`config.mk`:
```
export PLATFORM = sky130hd
export DESIGN_NAME = crc_frame_serializer
export DESIGN_NICKNAME = d
export VERILOG_FILES = /design/src/rtl/can_craft_pkg.sv /design/src/rtl/crc_frame_serializer.sv
export SDC_FILE = /design/constraint.sdc
export NUM_CORES = 1
export LEC_CHECK = 0
export BUFFER_PORTS_ARGS = -buffer_cell sky130_fd_sc_hd__buf_2
export CORE_MARGIN = 4
export CORE_UTILIZATION = 30
export DETAILED_ROUTE_END_ITERATION = 16
export SLEW_MARGIN = 20
export SYNTH_ARGS = -nofsm -noshare
export SYNTH_HDL_FRONTEND = slang
export SYNTH_SLANG_ARGS = --single-unit
```
`constraint.sdc`:
```
create_clock -name clk -period 2.2 [get_ports clk]
set_input_delay 0.11 -clock clk [delete_from_list [all_inputs] [get_ports clk]]
set_output_delay 0.11 -clock clk [all_outputs]
set_load 0.05 [all_outputs]
```
`src/rtl/can_craft_pkg.sv`:
```
// Shared types and constants for the CRC frame serializer.
package can_craft_pkg;

  // Width of one frame byte on the upstream interface.
  localparam int BYTE_W = 8;

  // Default CRC field width; must match the companion crc_create instance.
  localparam int DEFAULT_CRC_W = 8;

  // Serializer control states.
  //   IDLE  : no frame in progress
  //   INIT  : one-cycle generator init, first byte moves into the shifter
  //   DATA  : data bits go out MSB-first and feed the generator
  //   WAIT  : upstream underrun, nothing to send until the next byte arrives
  //   LATCH : one-cycle capture of the finished CRC
  //   CRC   : CRC bits go out MSB-first, the final one flagged with tx_last
  typedef enum logic [2:0] {
    IDLE,
    INIT,
    DATA,
    WAIT,
    LATCH,
    CRC
  } ser_state_t;

endpackage

```
`src/rtl/crc_frame_serializer.sv`:
```
// Byte-to-bit frame serializer that feeds a serial CRC generator in lock-step
// with the data bits, then appends the generator's CRC and marks the last bit.
module crc_frame_serializer
  import can_craft_pkg::*;
#(
  parameter int CRC_W     = DEFAULT_CRC_W,
  parameter int MAX_BYTES = 8
) (
  input  logic             clk,
  input  logic             rst,
  // Upstream byte interface
  input  logic [BYTE_W-1:0] s_data,
  input  logic             s_valid,
  input  logic             s_last,
  output logic             s_ready,
  // Downstream bit interface; tx_ready is a per-cycle take strobe
  output logic             tx_bit,
  output logic             tx_valid,
  input  logic             tx_ready,
  output logic             tx_last,
  // Serial CRC generator hookup
  output logic             crc_init,
  output logic             crc_en,
  output logic             crc_bit,
  input  logic [CRC_W-1:0] crc_in,
  // Status
  output logic             busy
);

  localparam int BIT_CNT_W  = $clog2(BYTE_W);
  localparam int BYTE_CNT_W = $clog2(MAX_BYTES + 1);
  localparam int CRC_CNT_W  = (CRC_W > 1) ? $clog2(CRC_W) : 1;

  localparam logic [BIT_CNT_W-1:0]  LAST_BIT  = BIT_CNT_W'(BYTE_W - 1);
  localparam logic [BYTE_CNT_W-1:0] LAST_BYTE = BYTE_CNT_W'(MAX_BYTES - 1);
  localparam logic [CRC_CNT_W-1:0]  LAST_CRC  = CRC_CNT_W'(CRC_W - 1);

  ser_state_t state, state_nxt;

  // Bit shifter and the last-byte flag travelling with its byte
  logic [BYTE_W-1:0]     shift_q;
  logic                  shift_last;
  logic [BIT_CNT_W-1:0]  bitcnt;

  // One-entry holding register between the byte port and the shifter
  logic [BYTE_W-1:0]     hold_data;
  logic                  hold_last;
  logic                  hold_v;

  // Frame byte accounting; last_taken closes the byte port until frame end
  logic [BYTE_CNT_W-1:0] bytecnt;
  logic                  last_taken;

  // CRC capture and its bit counter
  logic [CRC_W-1:0]      crcsh;
  logic [CRC_CNT_W-1:0]  crccnt;

  // Decoded events
  logic byte_acc;    // upstream byte written into the holding register
  logic eff_last;    // accepted byte closes the frame
  logic data_acc;    // data bit taken downstream
  logic crc_acc;     // CRC bit taken downstream
  logic byte_end;    // final bit of the current data byte taken
  logic crc_end;     // final CRC bit taken
  logic load_shift;  // holding register moves into the shifter
  logic room;        // holding register may accept a byte

  assign room       = !hold_v && !last_taken;
  assign byte_acc   = s_valid && s_ready;
  assign eff_last   = s_last || (bytecnt == LAST_BYTE);
  assign data_acc   = (state == DATA) && tx_ready;
  assign crc_acc    = (state == CRC) && tx_ready;
  assign byte_end   = data_acc && (bitcnt == LAST_BIT);
  assign crc_end    = crc_acc && (crccnt == LAST_CRC);
  assign load_shift = (state == INIT)
                   || (byte_end && !shift_last && hold_v)
                   || ((state == WAIT) && hold_v);

  // State register
  always_ff @(posedge clk) begin
    // NOTE: sequential state uses non-blocking assignment so every register
    // samples pre-edge values, independent of block evaluation order.
    if (rst) begin
      state <= IDLE;
    end else begin
      state <= state_nxt;
    end
  end

  // Next-state decode
  always_comb begin
    // NOTE: default assignment first so every path drives state_nxt;
    // an unassigned path would otherwise infer a latch.
    state_nxt = state;
    unique case (state)
      IDLE:  if (hold_v) state_nxt = INIT;
      INIT:  state_nxt = DATA;
      DATA: begin
        if (byte_end) begin
          if (shift_last)   state_nxt = LATCH;
          else if (!hold_v) state_nxt = WAIT;
        end
      end
      WAIT:  if (hold_v) state_nxt = DATA;
      LATCH: state_nxt = CRC;
      CRC:   if (crc_end) state_nxt = IDLE;
      default: state_nxt = IDLE;
    endcase
  end

  // Output decode from registered state
  always_comb begin
    s_ready  = 1'b0;
    tx_valid = 1'b0;
    tx_bit   = 1'b0;
    tx_last  = 1'b0;
    crc_init = 1'b0;
    crc_en   = 1'b0;
    crc_bit  = 1'b0;
    busy     = (state != IDLE);
    unique case (state)
      IDLE, WAIT: s_ready = room;
      INIT: begin
        s_ready  = room;
        crc_init = 1'b1;
      end
      DATA: begin
        s_ready  = room;
        tx_valid = 1'b1;
        tx_bit   = shift_q[BYTE_W-1];
        crc_bit  = shift_q[BYTE_W-1];
        crc_en   = tx_ready;
      end
      CRC: begin
        tx_valid = 1'b1;
        tx_bit   = crcsh[CRC_W-1];
        tx_last  = (crccnt == LAST_CRC);
      end
      default: ;
    endcase
  end

  // Holding-register occupancy and frame byte accounting
  always_ff @(posedge clk) begin
    if (rst) begin
      hold_v     <= 1'b0;
      last_taken <= 1'b0;
      bytecnt    <= '0;
    end else begin
      if (byte_acc) begin
        hold_v  <= 1'b1;
        bytecnt <= bytecnt + 1'b1;
        if (eff_last) last_taken <= 1'b1;
      end else if (load_shift) begin
        hold_v <= 1'b0;
      end
      if (crc_end) begin
        last_taken <= 1'b0;
        bytecnt    <= '0;
      end
    end
  end

  // Holding-register payload
  always_ff @(posedge clk) begin
    // NOTE: payload registers carry no reset; they are always written before
    // being observed because outputs are gated by the reset-cleared state.
    if (byte_acc) begin
      hold_data <= s_data;
      hold_last <= eff_last;
    end
  end

  // Data shifter with bit counter, and CRC capture/shift with its counter
  always_ff @(posedge clk) begin
    if (load_shift) begin
      shift_q    <= hold_data;
      shift_last <= hold_last;
      bitcnt     <= '0;
    end else if (data_acc) begin
      shift_q <= shift_q << 1;
      bitcnt  <= bitcnt + 1'b1;
    end

    if (state == LATCH) begin
      crcsh  <= crc_in;
      crccnt <= '0;
    end else if (crc_acc) begin
      crcsh  <= crcsh << 1;
      crccnt <= crccnt + 1'b1;
    end
  end

endmodule

```
Word level (Yosys, flattened, before mapping)
Index checks and enable logic that the tools add are counted.

storage, ports and cells
  flip-flop bits (word level) = 41
  output and inout bits = 8
  bits of input ports = 21

operators by class
  equality and inequality tests = 13
  muxes and demuxes = 20
  add/sub/neg operators = 3
  reductions and logical operators = 25

operators by type and width
  operator                                       number
  2-to-1 mux 8 bit                               4
  2-to-1 mux 3 bit                               6
  case mux 3 bit (6 select lines)                1
  == test 3 bit, second input constant           4
  logical AND 1 bit                              9
  2-to-1 mux 1 bit                               8
  != test 2 bit, second input constant           4
  adder 3 x 1 -> 3 bit, second input constant    2
  == test 3 x 2 -> 1 bit, second input constant  2
  nonzero test 2 bit                             3
  AND reduction 5 bit                            1
  adder 4 x 1 -> 4 bit, second input constant    1
  == test 4 x 3 -> 1 bit, second input constant  1
  OR reduction 2 bit                             2
  OR reduction 4 bit                             1
  == test 3 x 1 -> 1 bit, second input constant  1
  zero test 1 bit                                3
  zero test 3 bit                                1
  logical OR 1 bit                               3
  != test 3 bit, second input constant           1
  nonzero test 3 bit                             1
  case mux 1 bit (2 select lines)                1
  AND reduction 2 bit                            1

Depth between registers and ports, before layout
Gate-level depths: netlist of the first run.

  depth in word-level cells = 9
  depth in mapped cells = 6
  mapped depth without buffers = 6

Least setup slack after synthesis of the first run
Ideal clock, no wire load.

  path type = register -> output
  start point = register state[0]
  end point = output port crc_init
  buffers on the path = 1
  cell stages (with the launch flop) = 4
  arrival time = 1.633 ns
  setup slack = 0.457 ns
  cells stage by stage = dfxtp_1 > buf_2 > inv_1 > nor3_1

on the way
  cells in the longest elaborated chain, start to end = 2

ends and longest elaborated chain
  item                      RTL line                     source
  start: declaration        crc_frame_serializer.sv:38   ser_state_t state, state_nxt;
  start signal: assignment  crc_frame_serializer.sv:86   state <= state_nxt;
  == test 3 x 1 -> 1 bit    crc_frame_serializer.sv:121  unique case (state)
  2-to-1 mux 1 bit          crc_frame_serializer.sv:121
  end: declaration          crc_frame_serializer.sv:22   output logic crc_init,

No other way between the ends.

Final worst setup path of the first run
  start point = register state[2]
  end point = register crcsh[7] (data pin)

on the way
  cells in the longest elaborated chain, start to end = 2

ends and longest elaborated chain
  item                    RTL line                     source
  == test 3 bit           crc_frame_serializer.sv:185  if (state == LATCH) begin
  2-to-1 mux 8 bit        crc_frame_serializer.sv:185
  end signal: assignment  crc_frame_serializer.sv:186  crcsh <= crc_in;
  end signal: assignment  crc_frame_serializer.sv:189  crcsh <= crcsh << 1;
  end: declaration        crc_frame_serializer.sv:55   logic [CRC_W-1:0] crcsh;

No other way between the ends.
A chain may end at the register's enable or synchronous reset.

==> implementation parameters, run 1 <==
Parameter                              Value

Clock tree
  CTS Root Buffer Type ... clkbuf_8
  Clock H-tree levels ... 2
  # hold bufs at CTS ... 8
  Clock latency of the later-clocked register in the worst-skew pair ... 0.30 ns
  Post-CTS Repair Setup Buffers ... 0
  TritonCTS clock tree ... done
  Number of clock buffers inserted by TritonCTS ... 5
  Clock tree buffer depth ... 2
  Clock Pin Slew Worst Setup and Hold Paths ... 0.09 ns
  Number of gates given a new drive strength after cts ... 0
  Num Clock Sinks ... about 40

Global route
  Antenna violations before repair ... 0
  Vias in the first global route ... around 1,200
  Global-route wire length before repair ... about 6000 um
  Grt ovf ... 0
  Maximum number of pins on one net before global-route repair ... 16
  Overall track demand over capacity in global routing ... 10.2%

Worst setup path
  Largest stage delay on the critical path ... ~0.66 ns
  Critical-path cell with the highest stage delay ... dfxtp_1
  Critical path class ... reg -> reg
  Required time worst endpoint ... about 2.3 ns
  CP arrival ... ~2 ns
  Kind of launch point of the worst setup path ... flip-flop
  Critical-path cell list ... nand2b_1 -> nor2_2 -> mux2_2
  Worst setup EP type ... flip-flop
  Crit-path max FO ... 14

Logic synthesis
  Top cells by area in the synthesized netlist ... edfxtp_1 42%, dfxtp_1 16%, mux2_2 8.5%, ha_1 3.4%, nand2_1 2.8%
  Fraction of the yosys area taken by sequential cells ... 58.0%
  Cell count after synthesis ... 150
  Primary flip-flop cell chosen by synthesis mapping ... edfxtp_1
  Mean cell area of the mapped netlist ... roughly 12 um^2
  Most area-hungry cell type in the Yosys netlist ... edfxtp_1
  Number of enable flip-flop cells after synthesis ... 26
  Asr flop ratio synth ... 0%
  Count of state elements after synthesis ... about 40
  Syn_nets ... 176
  Synth Warn # ... 0
  Share of Yosys cell area claimed by the top area cell type ... 41.9%
  Library cells used by synthesis ... 42
  Total standard cell area after synthesis ... around 0.0019 mm^2

Timing
  Setup Skew ... slightly below 0.009 ns
  Tcrit/Tclk final ... between 80% and 90%
  Count of final hold-check violations ... 0
  Smallest hold slack ... 0.0448 ns
  Summed negative setup slack over all endpoints ... 0 ns
  Final number of setup-violating endpoints ... 0
  Setup repair after global routing missed its margin ... false
  Final Critical Period ... 1.91 ns
  Worst Tran Pin Value ... 0.518 ns
  Max-slew headroom ... 65.4%
  Fmax ... 525 MHz
  Number of max-slew violations in the final report ... 0

Min path
  Class of the tightest hold or removal check ... in -> reg

Detailed routing
  Drt wl/cell ... between 10 and 15 um
  Remaining design rule violation count ... 0
  Detailed-route vias per instance ... 4.71
  Iter 0 DRT Violations ... 37
  First-pass iteration count of the detailed router ... 4
  Count of vias placed by the detailed router ... 1,257
  DRT Wirelength ... 3440 um
  Number of routed nets with antenna violations ... 0

Final layout
  Area grow syn2layout ... 21.4%
  Final-layout fill cell count ... 588
  Number of standard cells in the final layout excluding fillers ... 267
  Number of nets at the end of the flow ... 217
  Antenna diodes ... 0
  Share of post-route cells with drive strength above 1 ... 31.8%
  Post-layout util ... roughly 38%

Run
  Max-cap violation count ... 0

Power
  Static Leakage ... 0.907 nW
  Power per unit of standard cell area ... just over 1000 mW/mm^2
  Largest vdd supply drop ... 419 uV
  Tot Pwr ... 2.31 mW

Place
  Placed cell count ... 251
  HPWL Detailed ... between 2000 and 2500 um
  Final estimated routing congestion in global placement ... 0.786
  IO buf count ... 28

Floorplan
  Starting Density ... 31.1%
  Placeable core region ... 0.00599 mm^2
  Full die area ... between 0.007 and 0.008 mm^2
  Chip Width ... 86.8 um
  Die height ... 86.8 um
  Cell Rows ... 28
  Count of boundary I/O pins ... 29

Status
  Outcome ... finished, final reports clean
cell type report:
cell class | instances | area, um^2 | share of cell area (%)
sequential | 41 | 1080 | 47.8
multi-input combinational | 100 | 731 | 32.3
timing repair buffer | 40 | 250 | 11.1
tap | 75 | 93.8 | 4.15
clock buffer | 5 | 68.8 | 3.04
clock inverter | 3 | 25.0 | 1.11
inverter | 3 | 11.3 | 0.498
report_power, final:
group / switching, mW / internal, mW / leakage (nW) / total, mW
Clock: 0.295 / 0.231 / 0.0452 / 0.526
Combinational: 0.431 / 0.283 / 0.497 / 0.714
Sequential: 0.0870 / 0.982 / 0.365 / 1.07
Total: 0.813 / 1.50 / 0.907 / 2.31
registers in the layout, summed over array words and instances, names as in the netlist, 3 cells and up:
name and cells:
bitcnt 3, bytecnt 4, crccnt 3, crcsh 8
hold_data 8, shift_q 8, state 3
cells in the final DEF, fill, tap and decap left out, drive strengths merged, types with 2 or more instances in the layout:
| master | instances |
|---|---|
| a21oi | 10 |
| o21ai | 3 |
| nor2b | 2 |
| xnor2 | 2 |
| nand3 | 2 |
| and3 | 4 |
| ha | 5 |
| nor3 | 4 |
| nor2 | 10 |
| a31oi | 2 |
| and2 | 2 |
| edfxtp | 26 |
| nand4 | 2 |
| dlygate4sd3 | 8 |
| or3 | 2 |
| mux2i | 2 |
| xor2 | 2 |
| dfxtp | 15 |
| nand2b | 2 |
| inv | 5 |
| nor3b | 2 |
| nand2 | 15 |
| mux2 | 14 |
| buf | 32 |
| clkbuf | 5 |
per-layer routing:
| metal | track usage, % | routed length (um) |
|---|---|---|
| met1 | 13.9 | 1660 |
| met4 | 3.40 | 25 |
| met3 | 3.33 | 186 |
| met2 | 15.2 | 1570 |
| met5 | 0 | 0 |
critical path, delay by kind of cell (launching register included):
| family | cells | cell delay, ns |
|---|---|---|
| DFF | 1 | 0.66 |
| and+or+nand+nor | 2 | 0.61 |
| muxes | 1 | 0.39 |
synthesized netlist by cell type (3+ instances only):
cell type,instances
edfxtp_1,26
dfxtp_1,15
mux2_2,14
nand2_1,14
a21oi_1,10
nor2_1,9
ha_1,5
and3_1,4
nor3_1,4
inv_1,3
o21ai_0,3
final timing paths:
path,from,to,slack [ns],cells past startpoint
hold / removal,rst,state[0],0.04,2
setup / recovery,state[2],crcsh[7],0.29,3
hold reg to reg,hold_last,shift_last,0.44,0
setup reg to reg,state[2],crcsh[7],0.29,3
metrics by stage:
| stage | instance area, um^2 | setup slack, ns |
|---|---|---|
| after floorplan | 1860 | 0.457 |
| after global placement | 2090 | 0.353 |
| after detailed placement | 2090 | 0.287 |
| after CTS | 2260 | 0.269 |
| after global routing | 2260 | 0.155 |
| final | 2260 | 0.295 |
logic make-up after synthesis:
family                     count (synthesis)  share of synthesized area, %
adders and majority gates                  5                          3.36
DFF                                       41                          58.0
buffers and inverters                      9                          2.75
muxes                                     16                          9.54
AOI/OAI and AO/OA                         24                          8.26
xor gates and xnor gates                   4                          1.88
and+or+nand+nor                           51                          16.2
Note: power is estimated with default switching activity, not from simulation.
==> run 2, diff against run 1 <==
- MAX_ROUTING_LAYER: not set -> met4
==> run 2 against run 1 <==
Effect of this change:
- clock skew hardly changed
- highest routed layer unchanged
- clock-buffer cell count stayed put
- combinational power about the same
- largest cell class unchanged
- critical endpoint unchanged
- flip-flop and latch count unchanged
- maximum frequency fell by 1.5%
- cell count is the same
- largest power group unchanged
==> implementation parameters, run 2 (same netlist as run 1, synthesis figures left out) <==
Parameter                              Value

Power
  Internal power of the cells ... 1.50 mW (about the same)
  Flop pwr share ... 46.3% (about the same)
  Power per unit of standard cell area ... 1020 mW/mm^2 (about the same)
  Relative contribution of the clock network to total power ... 22.7% (was 22.8%)
  Fraction of power consumed by combinational cells ... 31.0% (was 30.9%)
  Fraction of power spent switching nets ... 35.1% (was 35.2%)
  Net switching power ... 0.808 mW (was 0.813 mW)
  Largest vdd supply drop ... 419 uV (about the same)
  Static Leakage ... 0.907 nW (unchanged)

Clock tree
  Clock tree buffer depth ... 2 (unchanged)
  Clock Pin Slew Worst Setup and Hold Paths ... 0.09 ns (about the same)
  Number of clock buffers inserted by TritonCTS ... 5 (unchanged)
  CTS Root Buffer Type ... clkbuf_8 (unchanged)
  Number of gates given a new drive strength after cts ... 0 (unchanged)
  Num Clock Sinks ... 41 (unchanged)
  Clock latency of the later-clocked register in the worst-skew pair ... 0.30 ns (about the same)
  TritonCTS clock tree ... done (unchanged)
  Clock H-tree levels ... 2 (unchanged)

Detailed routing
  Remaining design rule violation count ... 0 (unchanged)
  First-pass iteration count of the detailed router ... 4 (unchanged)
  Count of vias placed by the detailed router ... 1,246 (was 1,257)
  DRT Wirelength ... 3430 um (was 3440 um)
  Drt wl/cell ... 12.9 um (about the same)
  Detailed-route vias per instance ... 4.67 (was 4.71)
  Number of routed nets with antenna violations ... 0 (unchanged)
  Iter 0 DRT Violations ... 62 (was 37)

Global route
  Grt ovf ... 0 (unchanged)
  Global-route wire length before repair ... 5930 um (was 5960 um)
  Antenna violations before repair ... 0 (unchanged)
  Vias in the first global route ... 1,215 (was 1,214)
  Overall track demand over capacity in global routing ... 10.4% (was 10.2%)
  Maximum number of pins on one net before global-route repair ... 16 (unchanged)

Worst setup path
  Depth of the most critical reg-to-reg path ... 3 (unchanged)
  Required time worst endpoint ... 2.25 ns (about the same)
  Critical-path cell list ... nand2b_1 -> nor2_2 -> mux2_2 (unchanged)
  CP endpoint ... crcsh[7] (unchanged)
  Reg-to-Reg End ... crcsh[7] (unchanged)
  Critical register-to-register path startpoint ... state[2] (unchanged)
  Worst setup EP type ... flip-flop (unchanged)
  Kind of launch point of the worst setup path ... flip-flop (unchanged)
  Origin of the worst setup path ... state[2] (unchanged)
  Number of logic stages on the critical path including buffering ... 3 (unchanged)
  Gate family responsible for the most delay along the worst path ... flip-flops (unchanged)
  Crit-path max FO ... 14 (unchanged)
  Largest stage delay on the critical path ... 0.68 ns (was 0.66 ns)
  Critical path class ... reg -> reg (unchanged)
  Critical-path cell with the highest stage delay ... dfxtp_1 (unchanged)
  CP arrival ... 1.98 ns (was 1.95 ns)
  R2R setup slack ... 0.27 ns (was 0.29 ns)
  Critical path buffers and inverters ... 0 (unchanged)

Timing
  Fmax ... 517 MHz (was 525 MHz)
  Tcrit/Tclk final ... 88.0% (was 86.6%)
  Max-slew headroom ... 63.2% (was 65.4%)
  Count of final hold-check violations ... 0 (unchanged)
  Number of max-slew violations in the final report ... 0 (unchanged)
  Smallest hold slack ... 0.0491 ns (was 0.0448 ns)
  Final number of setup-violating endpoints ... 0 (unchanged)
  Setup repair after global routing missed its margin ... false (unchanged)
  Setup Skew ... 0.00822 ns (was 0.00869 ns)
  Worst Tran Pin Value ... 0.552 ns (was 0.518 ns)
  Final Critical Period ... 1.93 ns (was 1.91 ns)
  PnR worst setup slack ... 0.265 ns (was 0.295 ns)
  Summed negative setup slack over all endpoints ... 0 ns (unchanged)

Floorplan
  Die height ... 86.8 um (unchanged)
  Full die area ... 0.00754 mm^2 (unchanged)
  Placeable core region ... 0.00599 mm^2 (unchanged)
  Chip Width ... 86.8 um (unchanged)
  Starting Density ... 31.1% (unchanged)
  Count of boundary I/O pins ... 29 (unchanged)
  Cell Rows ... 28 (unchanged)

Place
  Pre-CTS worst setup slack ... 0.287 ns (unchanged)
  HPWL Detailed ... 2420 um (unchanged)
  Final estimated routing congestion in global placement ... 0.797 (was 0.786)
  Area after DPL ... 0.00209 mm^2 (unchanged)
  IO buf count ... 28 (unchanged)

Min path
  Worst Min Path Start ... rst (unchanged)
  Class of the tightest hold or removal check ... in -> reg (unchanged)

Final layout
  Antenna diodes ... 0 (unchanged)
  Leading cell type in the layout, fill and taps excluded ... buf_2 (unchanged)
  Share of post-route cells with drive strength above 1 ... 31.8% (unchanged)
  Area grow syn2layout ... 21.4% (unchanged)
  Most frequent cells in the layout ... 28 x buf_2, 26 x edfxtp_1, 15 x dfxtp_1, 14 x mux2_2, 14 x nand2_1 (unchanged)
  Final design area excluding fillers ... 0.00226 mm^2 (unchanged)
  Largest registers ... crcsh: 8 flops, hold_data: 8 flops, shift_q: 8 flops (unchanged)
  Number of nets at the end of the flow ... 217 (unchanged)

Status
  Outcome ... finished, final reports clean (unchanged)

Run
  Max-cap violation count ... 0 (unchanged)
-- run 2: cell counts in the layout (fill, tap and decap cells not counted) --
Identical to the previous run, type by type.
-- run 2: worst min path at each step --
stage	end	depth (start not counted)	slack, ns
after floorplan	state[0]	1	0.18
after global placement	hold_data[2]	1	0.29
after detailed placement	hold_data[7]	1	0.29
after global routing	state[0]	2	0.05
after CTS	state[0]	2	0.03
final	state[0]	2	0.05
-- run 2: area by class of cell --
| type | count | area (um^2) |
|---|---|---|
| clock buffers | 5 | 68.8 |
| clock inverters | 3 | 25.0 |
| fillers | 588 | 3730 |
| inverters | 3 | 11.3 |
| multi-input cells | 100 | 731 |
| flip-flops and latches | 41 | 1080 |
| well taps | 75 | 93.8 |
| repair buffers | 40 | 250 |
-- run 2: worst register-to-register path: stages (launching register included) --
cell and delay, ns:
dfxtp_1 0.68, nand2b_1 0.27, nor2_2 0.35, mux2_2 0.39
-- run 2: power groups by stage --
| stage | combinational (mW) | sequential [mW] | clock [mW] |
|---|---|---|---|
| 3_5_place_dp | 0.711 | 1.08 | 0 |
| 2_1_floorplan | 0.588 | 1.04 | 0 |
| 6_report | 0.714 | 1.07 | 0.524 |
| 3_3_place_gp | 0.707 | 1.08 | 0 |
| 5_1_grt | 0.801 | 1.08 | 0.578 |
| 4_1_cts | 0.725 | 1.07 | 0.537 |
-- run 2: stage by stage --
step	cells	total power [mW]	util [%]
floorplan	150	1.63	-
global placement	251	1.79	34.8
detailed placement	251	1.80	34.8
CTS	267	2.33	37.7
global route	267	2.46	37.7
finish	267	2.30	37.7
-- run 2: per-layer routing --
metal | GRT usage, % | share of wire, % | vias up
li1 | - | - | 631
met1 | 13.7 | 48 | 584
met2 | 15.2 | 46 | 29
met3 | 3.33 | 5.3 | 2
met4 | 3.40 | 0.23 | 0
met5 | - | 0 | -
-- run 2: what timing repair did --
item	CTS	global route
setup endpoints to repair	0	0
buffers inserted	0	0
endpoints found under the hold margin	8	0
hold buffers	8	0
==> run 3, diff against run 2 <==
==> constraint.sdc (replaced) <==
create_clock -name clk -period 2.2 [get_ports clk]
set_input_delay 0.33 -clock clk [delete_from_list [all_inputs] [get_ports clk]]
set_output_delay 0.33 -clock clk [all_outputs]
set_load 0.05 [all_outputs]
==> run 3 against run 2 <==
Effect of this change:
- register-to-register slack better by 0.03 ns
- critical path depth is the same
- clock power is 3% lower
- combinational power down 0.6%
- global-route usage fell by 0.33 points
- maximum frequency fell by 6.6%
- critical endpoint is now tx_last
==> implementation parameters, run 3 (same netlist as run 1, synthesis figures left out) <==
Parameter                              Value

Status
  Outcome ... finished, final reports clean (unchanged)

Floorplan
  Die height ... 86.8 um (unchanged)
  Cell Rows ... 28 (unchanged)
  Placeable core region ... 0.00599 mm^2 (unchanged)
  Full die area ... 0.00754 mm^2 (unchanged)
  Count of boundary I/O pins ... 29 (unchanged)
  Starting Density ... 31.1% (unchanged)
  Chip Width ... 86.8 um (unchanged)

Clock tree
  Post-CTS Repair Setup Buffers ... 0 (unchanged)
  TritonCTS clock tree ... done (unchanged)
  CTS Root Buffer Type ... clkbuf_8 (unchanged)
  Clock tree buffer depth ... 2 (unchanged)
  # hold bufs at CTS ... 0 (was 8)
  Number of gates given a new drive strength after cts ... 0 (unchanged)
  Clock latency of the later-clocked register in the worst-skew pair ... 0.30 ns (about the same)
  Number of clock buffers inserted by TritonCTS ... 5 (unchanged)
  Num Clock Sinks ... 41 (unchanged)
  Clock H-tree levels ... 2 (unchanged)
  Clock Pin Slew Worst Setup and Hold Paths ... 0.09 ns (about the same)

Detailed routing
  Drt wl/cell ... 12.7 um (was 12.9 um)
  DRT Wirelength ... 3300 um (was 3430 um)
  Iter 0 DRT Violations ... 79 (was 62)
  Count of vias placed by the detailed router ... 1,205 (was 1,246)
  Number of routed nets with antenna violations ... 0 (unchanged)
  Remaining design rule violation count ... 0 (unchanged)
  Detailed-route vias per instance ... 4.63 (was 4.67)
  First-pass iteration count of the detailed router ... 4 (unchanged)

Timing
  Summed negative setup slack over all endpoints ... 0 ns (unchanged)
  Max-slew headroom ... 65.4% (was 63.2%)
  Fmax ... 483 MHz (was 517 MHz)
  Setup repair after global routing missed its margin ... false (unchanged)
  Setup Skew ... 0.00896 ns (was 0.00822 ns)
  Final Critical Period ... 2.07 ns (was 1.93 ns)
  Tcrit/Tclk final ... 94.2% (was 88.0%)
  Number of max-slew violations in the final report ... 0 (unchanged)
  Final number of setup-violating endpoints ... 0 (unchanged)
  Worst Tran Pin Value ... 0.519 ns (was 0.552 ns)
  Count of final hold-check violations ... 0 (unchanged)

Final layout
  Largest registers ... crcsh: 8 flops, hold_data: 8 flops, shift_q: 8 flops (unchanged)
  Antenna diodes ... 0 (unchanged)
  Number of standard cells in the final layout excluding fillers ... 260 (was 267)
  Most frequent cells in the layout ... 28 x buf_2, 26 x edfxtp_1, 15 x dfxtp_1, 14 x mux2_2, 14 x nand2_1 (unchanged)
  Sequential cell area ... 0.00108 mm^2 (unchanged)
  Leading cell type in the layout, fill and taps excluded ... buf_2 (unchanged)
  Final-layout fill cell count ... 604 (was 588)
  Area taken by multi-input logic gates ... 731 um^2 (unchanged)
  Number of nets at the end of the flow ... 210 (was 217)
  Area grow syn2layout ... 17.5% (was 21.4%)
  Post-layout util ... 36.5% (was 37.7%)
  Share of post-route cells with drive strength above 1 ... 33.5% (was 31.8%)

Worst setup path
  Critical-path cell list ... nor2b_4 -> and3_1 -> buf_2 (was nand2b_1 -> nor2_2 -> mux2_2)
  Gate family responsible for the most delay along the worst path ... flip-flops (unchanged)
  Kind of launch point of the worst setup path ... flip-flop (unchanged)
  CP arrival ... 1.74 ns (was 1.98 ns)
  Largest stage delay on the critical path ... 0.65 ns (was 0.68 ns)
  R2R setup slack ... 0.30 ns (was 0.27 ns)
  Crit-path max FO ... 14 (unchanged)
  Worst setup EP type ... output port (was flip-flop)
  Number of logic stages on the critical path including buffering ... 3 (unchanged)
  Depth of the most critical reg-to-reg path ... 3 (unchanged)
  Critical path buffers and inverters ... 1 (was 0)
  Critical path class ... reg -> out (was reg -> reg)
  Critical-path cell with the highest stage delay ... dfxtp_1 (unchanged)
  Required time worst endpoint ... 1.87 ns (was 2.25 ns)

Global route
  Maximum number of pins on one net before global-route repair ... 16 (unchanged)
  Overall track demand over capacity in global routing ... 10.1% (was 10.4%)
  Grt ovf ... 0 (unchanged)
  Antenna violations before repair ... 0 (unchanged)
  Global-route wire length before repair ... 5700 um (was 5930 um)
  Vias in the first global route ... 1,206 (was 1,215)

Power
  Largest vdd supply drop ... 362 uV (was 419 uV)
  Static Leakage ... 0.878 nW (was 0.907 nW)
  Power per unit of standard cell area ... 1040 mW/mm^2 (was 1020 mW/mm^2)

Place
  IO buf count ... 28 (unchanged)
  HPWL Detailed ... 2470 um (was 2420 um)
  Placed cell count ... 252 (was 251)
  Final estimated routing congestion in global placement ... 0.787 (was 0.797)

Min path
  Worst hold path stage count ... 1 (was 2)
  Class of the tightest hold or removal check ... in -> reg (unchanged)

Run
  Max-cap violation count ... 0 (unchanged)
[run 3: per-layer routing]
metal  share of wire (%)  GRT usage (%)
met1                  46           12.5
met2                  47           14.9
met3                 6.4           4.47
met4                 1.1           2.97
met5                   0              -
[run 3: cell type report]
cell class | instances | share of cell area, %
clock buffer | 5 | 3.14
clock inverter | 3 | 1.14
inverter | 3 | 0.515
multi-input combinational | 100 | 33.4
sequential | 41 | 49.4
tap | 75 | 4.29
timing repair buffer | 33 | 8.12
[run 3: report_power, final]
group | switching [mW] | total, mW | internal (mW)
combinational | 0.427 | 0.710 | 0.282
sequential | 0.0822 | 1.06 | 0.982
clock | 0.278 | 0.507 | 0.229
[run 3: path summary, 6_finish.rpt]
kind / from / endpoint
setup reg to reg: state[2] / crcsh[2]
hold / removal: s_data[0] / hold_data[0]
hold reg to reg: hold_last / shift_last
setup / recovery: state[2] / tx_last
[run 3: through the flow]
| step | setup WS [ns] | total power [mW] | area [um^2] | hold slack (ns) |
|---|---|---|---|---|
| after floorplan | 0.237 | 1.63 | 1860 | 0.399 |
| after global placement | 0.348 | 1.80 | 2090 | 0.412 |
| after detailed placement | 0.310 | 1.81 | 2090 | 0.417 |
| after CTS | 0.131 | 2.32 | 2190 | 0.190 |
| after global routing | 0.0191 | 2.45 | 2190 | 0.171 |
| final | 0.127 | 2.28 | 2190 | 0.201 |
